===== config.mk =====
export PLATFORM = sky130hd
export DESIGN_NAME = mem_arbiter
export DESIGN_NICKNAME = d
export VERILOG_FILES = /design/src/rtl/mem_arb_pkg.sv /design/src/rtl/mem_arb_reg.sv /design/src/rtl/mem_arbiter.sv
export SDC_FILE = /design/constraint.sdc
export NUM_CORES = 1
export LEC_CHECK = 0
export ABC_AREA = 1
export CAP_MARGIN = 20
export CORE_MARGIN = 5
export CORE_UTILIZATION = 25
export DETAILED_ROUTE_END_ITERATION = 7
export PLACE_DENSITY = 0.81
export SYNTH_ARGS = -nofsm -noshare
export SYNTH_HDL_FRONTEND = slang
export SYNTH_SLANG_ARGS = --single-unit
export TNS_END_PERCENT = 1

===== constraint.sdc =====
create_clock -name clk -period 2 [get_ports clk]
set_input_delay 0.4 -clock clk [delete_from_list [all_inputs] [get_ports clk]]
set_output_delay 0.4 -clock clk [all_outputs]
set_load 0.01 [all_outputs]

===== src/rtl/mem_arb_pkg.sv =====
// Shared definitions for the two-port memory arbiter: FSM encoding, port
// indices and the default burst limit.
package mem_arb_pkg;

  typedef enum logic [1:0] {
    IDLE = 2'd0,
    OWN0 = 2'd1,
    OWN1 = 2'd2
  } arb_state_e;

  localparam int PORT_CPU      = 0;
  localparam int PORT_LDR      = 1;
  localparam int MAX_BURST_DEF = 4;

  // Bits needed to hold a count of 0..max inclusive.
  function automatic int cnt_width(input int max);
    return (max < 1) ? 1 : $clog2(max + 1);
  endfunction

endpackage


===== src/rtl/mem_arb_reg.sv =====
// Counter register with clear and increment; cl together with inc loads 1,
// so a fresh burst can be opened in a single cycle.
module mem_arb_reg #(
  parameter int W = 3
) (
  input  logic         clk,
  input  logic         rst_n,
  input  logic         inc,
  input  logic         cl,
  output logic [W-1:0] q
);

  logic [W-1:0] q_q;
  logic [W-1:0] q_d;

  always_comb begin
    q_d = q_q;
    if (cl) begin
      q_d = inc ? W'(1) : '0;
    end else if (inc) begin
      q_d = q_q + W'(1);
    end
  end

  always_ff @(posedge clk or negedge rst_n) begin
    if (!rst_n) begin
      q_q <= '0;
    end else begin
      q_q <= q_d;
    end
  end

  assign q = q_q;

endmodule


===== src/rtl/mem_arbiter.sv =====
// Two-port (CPU / loader) single-memory arbiter with round-robin priority
// and bounded lock bursts; read data returns one cycle after the grant.
module mem_arbiter
  import mem_arb_pkg::*;
#(
  parameter int ADDR_WIDTH = 6,
  parameter int DATA_WIDTH = 16,
  parameter int MAX_BURST  = MAX_BURST_DEF,
  localparam int BW        = cnt_width(MAX_BURST)
) (
  input  logic                  clk,
  input  logic                  rst_n,
  input  logic                  req0,
  input  logic                  req1,
  input  logic                  lock0,
  input  logic                  lock1,
  input  logic                  we0,
  input  logic                  we1,
  input  logic [ADDR_WIDTH-1:0] addr0,
  input  logic [ADDR_WIDTH-1:0] addr1,
  input  logic [DATA_WIDTH-1:0] wdata0,
  input  logic [DATA_WIDTH-1:0] wdata1,
  output logic                  gnt0,
  output logic                  gnt1,
  output logic                  rvalid0,
  output logic                  rvalid1,
  output logic [DATA_WIDTH-1:0] rdata0,
  output logic [DATA_WIDTH-1:0] rdata1,
  output logic                  mem_we,
  output logic [ADDR_WIDTH-1:0] mem_addr,
  output logic [DATA_WIDTH-1:0] mem_data,
  input  logic [DATA_WIDTH-1:0] mem_in,
  output arb_state_e            dbg_state,
  output logic                  dbg_prio,
  output logic [BW-1:0]         dbg_bcnt
);

  localparam logic [BW-1:0] MAX_B = BW'(MAX_BURST);

  // Handshake: a port holds req/we/addr/wdata until it sees gnt in the same
  // cycle; the access is taken at the rising edge that ends that cycle.

  arb_state_e    state_q, state_d;
  logic          prio_q, prio_d;
  logic          rd_pend_q, rd_pend_d;
  logic          rd_port_q, rd_port_d;
  logic [BW-1:0] bcnt_q;
  logic          bcnt_inc, bcnt_cl;
  logic          own0, own1;
  logic          g0, g1;

  mem_arb_reg #(.W(BW)) u_bcnt (
    .clk   (clk),
    .rst_n (rst_n),
    .inc   (bcnt_inc),
    .cl    (bcnt_cl),
    .q     (bcnt_q)
  );

  assign own0 = (state_q == OWN0) && req0 && lock0;
  assign own1 = (state_q == OWN1) && req1 && lock1;

  always_comb begin
    g0       = 1'b0;
    g1       = 1'b0;
    state_d  = state_q;
    prio_d   = prio_q;
    bcnt_inc = 1'b0;
    bcnt_cl  = 1'b0;

    if (own0) begin
      if (req1 && bcnt_q == MAX_B) g1 = 1'b1;
      else                         g0 = 1'b1;
    end else if (own1) begin
      if (req0 && bcnt_q == MAX_B) g0 = 1'b1;
      else                         g1 = 1'b1;
    end else if (req0 && req1) begin
      if (prio_q) g1 = 1'b1;
      else        g0 = 1'b1;
    end else if (req0) begin
      g0 = 1'b1;
    end else if (req1) begin
      g1 = 1'b1;
    end

    // A continuing owner extends its burst; any other grant opens a new one.
    if ((own0 && g0) || (own1 && g1)) begin
      bcnt_inc = (bcnt_q < MAX_B);
      prio_d   = g0;
    end else if (g0) begin
      prio_d   = 1'b1;
      bcnt_cl  = 1'b1;
      bcnt_inc = lock0;
      state_d  = lock0 ? OWN0 : IDLE;
    end else if (g1) begin
      prio_d   = 1'b0;
      bcnt_cl  = 1'b1;
      bcnt_inc = lock1;
      state_d  = lock1 ? OWN1 : IDLE;
    end else begin
      bcnt_cl  = 1'b1;
      state_d  = IDLE;
    end
  end

  assign rd_pend_d = (g0 && !we0) || (g1 && !we1);
  assign rd_port_d = g1;

  always_ff @(posedge clk or negedge rst_n) begin
    if (!rst_n) begin
      state_q   <= IDLE;
      prio_q    <= 1'b0;
      rd_pend_q <= 1'b0;
      rd_port_q <= 1'b0;
    end else begin
      state_q   <= state_d;
      prio_q    <= prio_d;
      rd_pend_q <= rd_pend_d;
      rd_port_q <= rd_port_d;
    end
  end

  assign gnt0     = g0;
  assign gnt1     = g1;
  assign mem_we   = g0 ? we0    : (g1 ? we1    : 1'b0);
  assign mem_addr = g0 ? addr0  : (g1 ? addr1  : '0);
  assign mem_data = g0 ? wdata0 : (g1 ? wdata1 : '0);

  assign rvalid0 = rd_pend_q && (rd_port_q == 1'b0);
  assign rvalid1 = rd_pend_q && (rd_port_q == 1'b1);
  assign rdata0  = rvalid0 ? mem_in : '0;
  assign rdata1  = rvalid1 ? mem_in : '0;

  assign dbg_state = state_q;
  assign dbg_prio  = prio_q;
  assign dbg_bcnt  = bcnt_q;

endmodule


==> metrics <==
wire length of the first global-routing pass roughly 7000 µm; total met2 wirelength after detailed routing approximately 2600 µm; GRT Resource Usage Total 0.167; starting density of the core 0.256; Synth Area per Inst between 5 and 6 µm²; post-layout minimum cycle time around 2.2 ns; violated checks setup timing; max-capacitance violation count 0; number of buffers created by CTS 3; top routing layer in use met4; number of pins exceeding their max-slew limit in the final report 0; Yosys warning count 0; final-report setup violation count 24; worst path setup slack after routing -0.184 ns; setup repair after global routing missed its margin true; remaining global-route overflow 0; clock tree root driver cell sky130_fd_sc_hd__clkbuf_8; Setup TNS -1.85 ns; number of buffers between clock root and the deepest sink 2; routability congestion estimate 0.759; area share of fa/ha/maj cells after synthesis 0.0248; maximum fanout encountered on the critical timing path 7; sort of element at the start of the critical path flop; Clock Skews about 0.00082 ns; wire length the detailed router placed on met1 ~1700 µm; DIE AREA about 5400 µm²; Compound-Gate Fraction of Synth Area 0.0422; sequential cell area fraction in the yosys report 0.199; Post-Syn Nets between 200 and 300; power per standard cell area approximately 440 nW/µm²; data arrival time of the critical path 1.78 ns; combinational family with the most area after synthesis simple AND/OR/NAND/NOR gates; worst min-delay path class input pin to async pin; routed vias between 1,500 and 2,000; mean number of vias per cell approximately 4.3; DIE WIDTH roughly 74 µm; count of nets left with antenna violations after detail routing 0; post-DP HPWL 3770 µm; final design instance area without fill roughly 2600 µm²; status complete, but fails checks; transition time at the pin with the least slew margin 0.349 ns; library cells used by synthesis 20; Final nets ~410; worst path required time approximately 1.6 ns; CTS hold repair buffers 0; Die Y-Extent between 70 and 80 µm; area share of xor/xnor cells in the synthesized design 0; cells after synthesis approximately 190; antenna violations before repair 0; clock slew at reported path FFs approximately 0.040 ns; Core Area just under 4000 µm²; detailed-route DRC error count 0; count of input and output buffers 132; worst setup path class flop to output pin; Worst R2R Path Depth 11; multiplexer share of the synthesized area 0.00993; area after detailed placement between 2000 and 2500 µm²; post-synthesis instance area about 1000 µm²; met3 wire length 560 µm; row count 23; # H-tree levels 1; clk_lat worst skew 0.22 ns; routed length per instance 12.6 µm; reported leakage power between 1 and 1.5 nW; antenna diode instance count 0; Final Cycle Share 1.09; initial DRC count 24; FF+latch count, synth 8; maximum number of pins on one net before global-route repair 18; number of global-route vias before repair 1,672; simple-gate area share of the yosys netlist 0.555; CTS tree done; final count of hold timing violations 0; max-slew headroom at the worst pin 0.767; total iterations of the first detailed-routing run 5; wire length after detailed routing 4920 µm; total I/O pin count between 100 and 150; Layout fillers between 300 and 400; peak ir drop on the vdd network 302 µV; CP Capture Type output pin; layout cell share with drive strength beyond 1 0.232; Fmax about 460 MHz; Layout area overhead 155%; CTS sink cnt 8
-- Yosys cell counts --
library cell	count	area [µm²]
sky130_fd_sc_hd__nor2_2	1	6.26
sky130_fd_sc_hd__nand2_2	8	50.1
sky130_fd_sc_hd__mux2i_1	1	10.0
sky130_fd_sc_hd__dfrtp_1	8	200
sky130_fd_sc_hd__nand4_4	1	21.3
sky130_fd_sc_hd__a21o_2	1	8.76
sky130_fd_sc_hd__clkbuf_1	2	7.51
sky130_fd_sc_hd__nor2_1	35	131
sky130_fd_sc_hd__nand2_4	3	33.8
sky130_fd_sc_hd__nand3_1	4	20.0
sky130_fd_sc_hd__o22ai_1	1	6.26
sky130_fd_sc_hd__buf_6	3	33.8
sky130_fd_sc_hd__nand2_1	79	297
sky130_fd_sc_hd__buf_8	1	15.0
sky130_fd_sc_hd__inv_1	29	109
sky130_fd_sc_hd__ha_1	2	25.0
sky130_fd_sc_hd__o21ai_0	2	10.0
sky130_fd_sc_hd__inv_4	1	6.26
sky130_fd_sc_hd__o21a_1	1	7.51
sky130_fd_sc_hd__a21oi_1	2	10.0
-- per-stage QoR --
step | hold slack (ns) | power [W] | util | setup WS [ns] | cells
finish | 0.450 | 0.00114 | 0.652 | -0.184 | 391
global route | 0.497 | 0.00122 | 0.652 | -0.294 | 391
CTS | 0.463 | 0.00113 | 0.640 | -0.210 | 389
detailed placement | 0.582 | 0.000920 | 0.619 | -0.725 | 375
global placement | 0.567 | 0.000911 | 0.619 | -0.691 | 375
floorplan | 0.104 | 0.000481 | - | 0.191 | 185
-- path summary, 6_finish.rpt --
kind / start / end / slack [ns]
setup / recovery: u_bcnt.q[0] / mem_addr[3] / -0.18
hold / removal: rst_n / dbg_state[1] / 0.45
setup reg to reg: u_bcnt.q[0] / u_bcnt.q[0] / 0.38
hold reg to reg: dbg_prio / dbg_prio / 0.58
max in group asynchronous: rst_n / rd_port_q / 1.30
min in group clk: dbg_prio / dbg_prio / 0.58
-- repair_timing --
| item | in CTS | in global routing |
|---|---|---|
| resized for setup | 111 | 28 |
| setup endpoints to repair | 41 | 47 |
| setup buffers | 9 | 2 |
| pin swaps | 10 | 4 |
| gates cloned | 2 | 0 |
-- registers in the layout (all words and copies together), names as in the netlist --
register	cells
dbg_prio	1
dbg_state	2
rd_pend_q	1
rd_port_q	1
u_bcnt.q	3
-- worst max-delay path, stage by stage, from the launching register on --
cell and delay, ns:
sky130_fd_sc_hd__dfrtp_1 0.38, sky130_fd_sc_hd__inv_1 0.07, sky130_fd_sc_hd__ha_2 0.18, sky130_fd_sc_hd__nand2_2 0.07, sky130_fd_sc_hd__nor2_4 0.09, sky130_fd_sc_hd__nand2_2 0.07, sky130_fd_sc_hd__nand2_2 0.10, sky130_fd_sc_hd__nand2_4 0.07
sky130_fd_sc_hd__nand2_8 0.11, sky130_fd_sc_hd__inv_8 0.06, sky130_fd_sc_hd__buf_8 0.13, sky130_fd_sc_hd__nand2_1 0.05, sky130_fd_sc_hd__nand2_1 0.04, sky130_fd_sc_hd__buf_2 0.13
-- per-layer routing --
metal / vias up / track usage
li1: 851 / -
met4: 0 / 0.0463
met3: 4 / 0.0492
met2: 85 / 0.331
met5: - / 0
met1: 739 / 0.164
-- cell type report --
cell class	instances	area [µm²]	share of cell area
timing repair inverter	1	11.3	0.00438
multi-input combinational	142	701	0.272
clock buffer	3	41.3	0.0161
timing repair buffer	157	1430	0.556
sequential	8	200	0.0778
inverter	30	125	0.0486
tap	50	62.6	0.0243
-- kinds of logic after synthesis --
logic type | count (synthesis)
AOI/OAI and AO/OA | 7
adders and majority gates | 2
buffers and inverters | 36
DFF | 8
muxes | 1
and+or+nand+nor | 131
-- placed cells by master (no fill, tap or decap) --
master                            synthesis  routed
sky130_fd_sc_hd__dlymetal6s2s_1           0       6
sky130_fd_sc_hd__clkbuf_8                 0       3
sky130_fd_sc_hd__dfrtp_1                  8       8
sky130_fd_sc_hd__nand2_1                 79      72
sky130_fd_sc_hd__inv_1                   29      28
sky130_fd_sc_hd__inv_12                   0       1
sky130_fd_sc_hd__nand3_1                  4       4
sky130_fd_sc_hd__nor2_1                  35      35
sky130_fd_sc_hd__nand2_8                  0       2
sky130_fd_sc_hd__o21ai_0                  2       2
sky130_fd_sc_hd__buf_2                    0      22
sky130_fd_sc_hd__nor2_4                   0       1
sky130_fd_sc_hd__nand2_2                  8      13
sky130_fd_sc_hd__clkdlybuf4s50_1          0      97
sky130_fd_sc_hd__ha_1                     2       1
sky130_fd_sc_hd__mux2i_1                  1       1
sky130_fd_sc_hd__inv_2                    0       1
sky130_fd_sc_hd__o21a_1                   1       1
sky130_fd_sc_hd__nand2_4                  3       4
sky130_fd_sc_hd__nand4_4                  1       1
sky130_fd_sc_hd__ha_2                     0       1
sky130_fd_sc_hd__a21oi_1                  2       2
sky130_fd_sc_hd__buf_4                    0      21
sky130_fd_sc_hd__buf_6                    3       6
sky130_fd_sc_hd__o22ai_1                  1       1
sky130_fd_sc_hd__inv_8                    0       1
sky130_fd_sc_hd__dlygate4sd2_1            0       4
sky130_fd_sc_hd__a21o_2                   1       1
sky130_fd_sc_hd__buf_8                    1       1
-- report_power, final --
group          switching, W  internal [W]
logic              0.000349      0.000407
clock network     0.0000599      0.000130
registers         0.0000147      0.000180
total              0.000424      0.000716
Power figures use the tool's default switching activity.
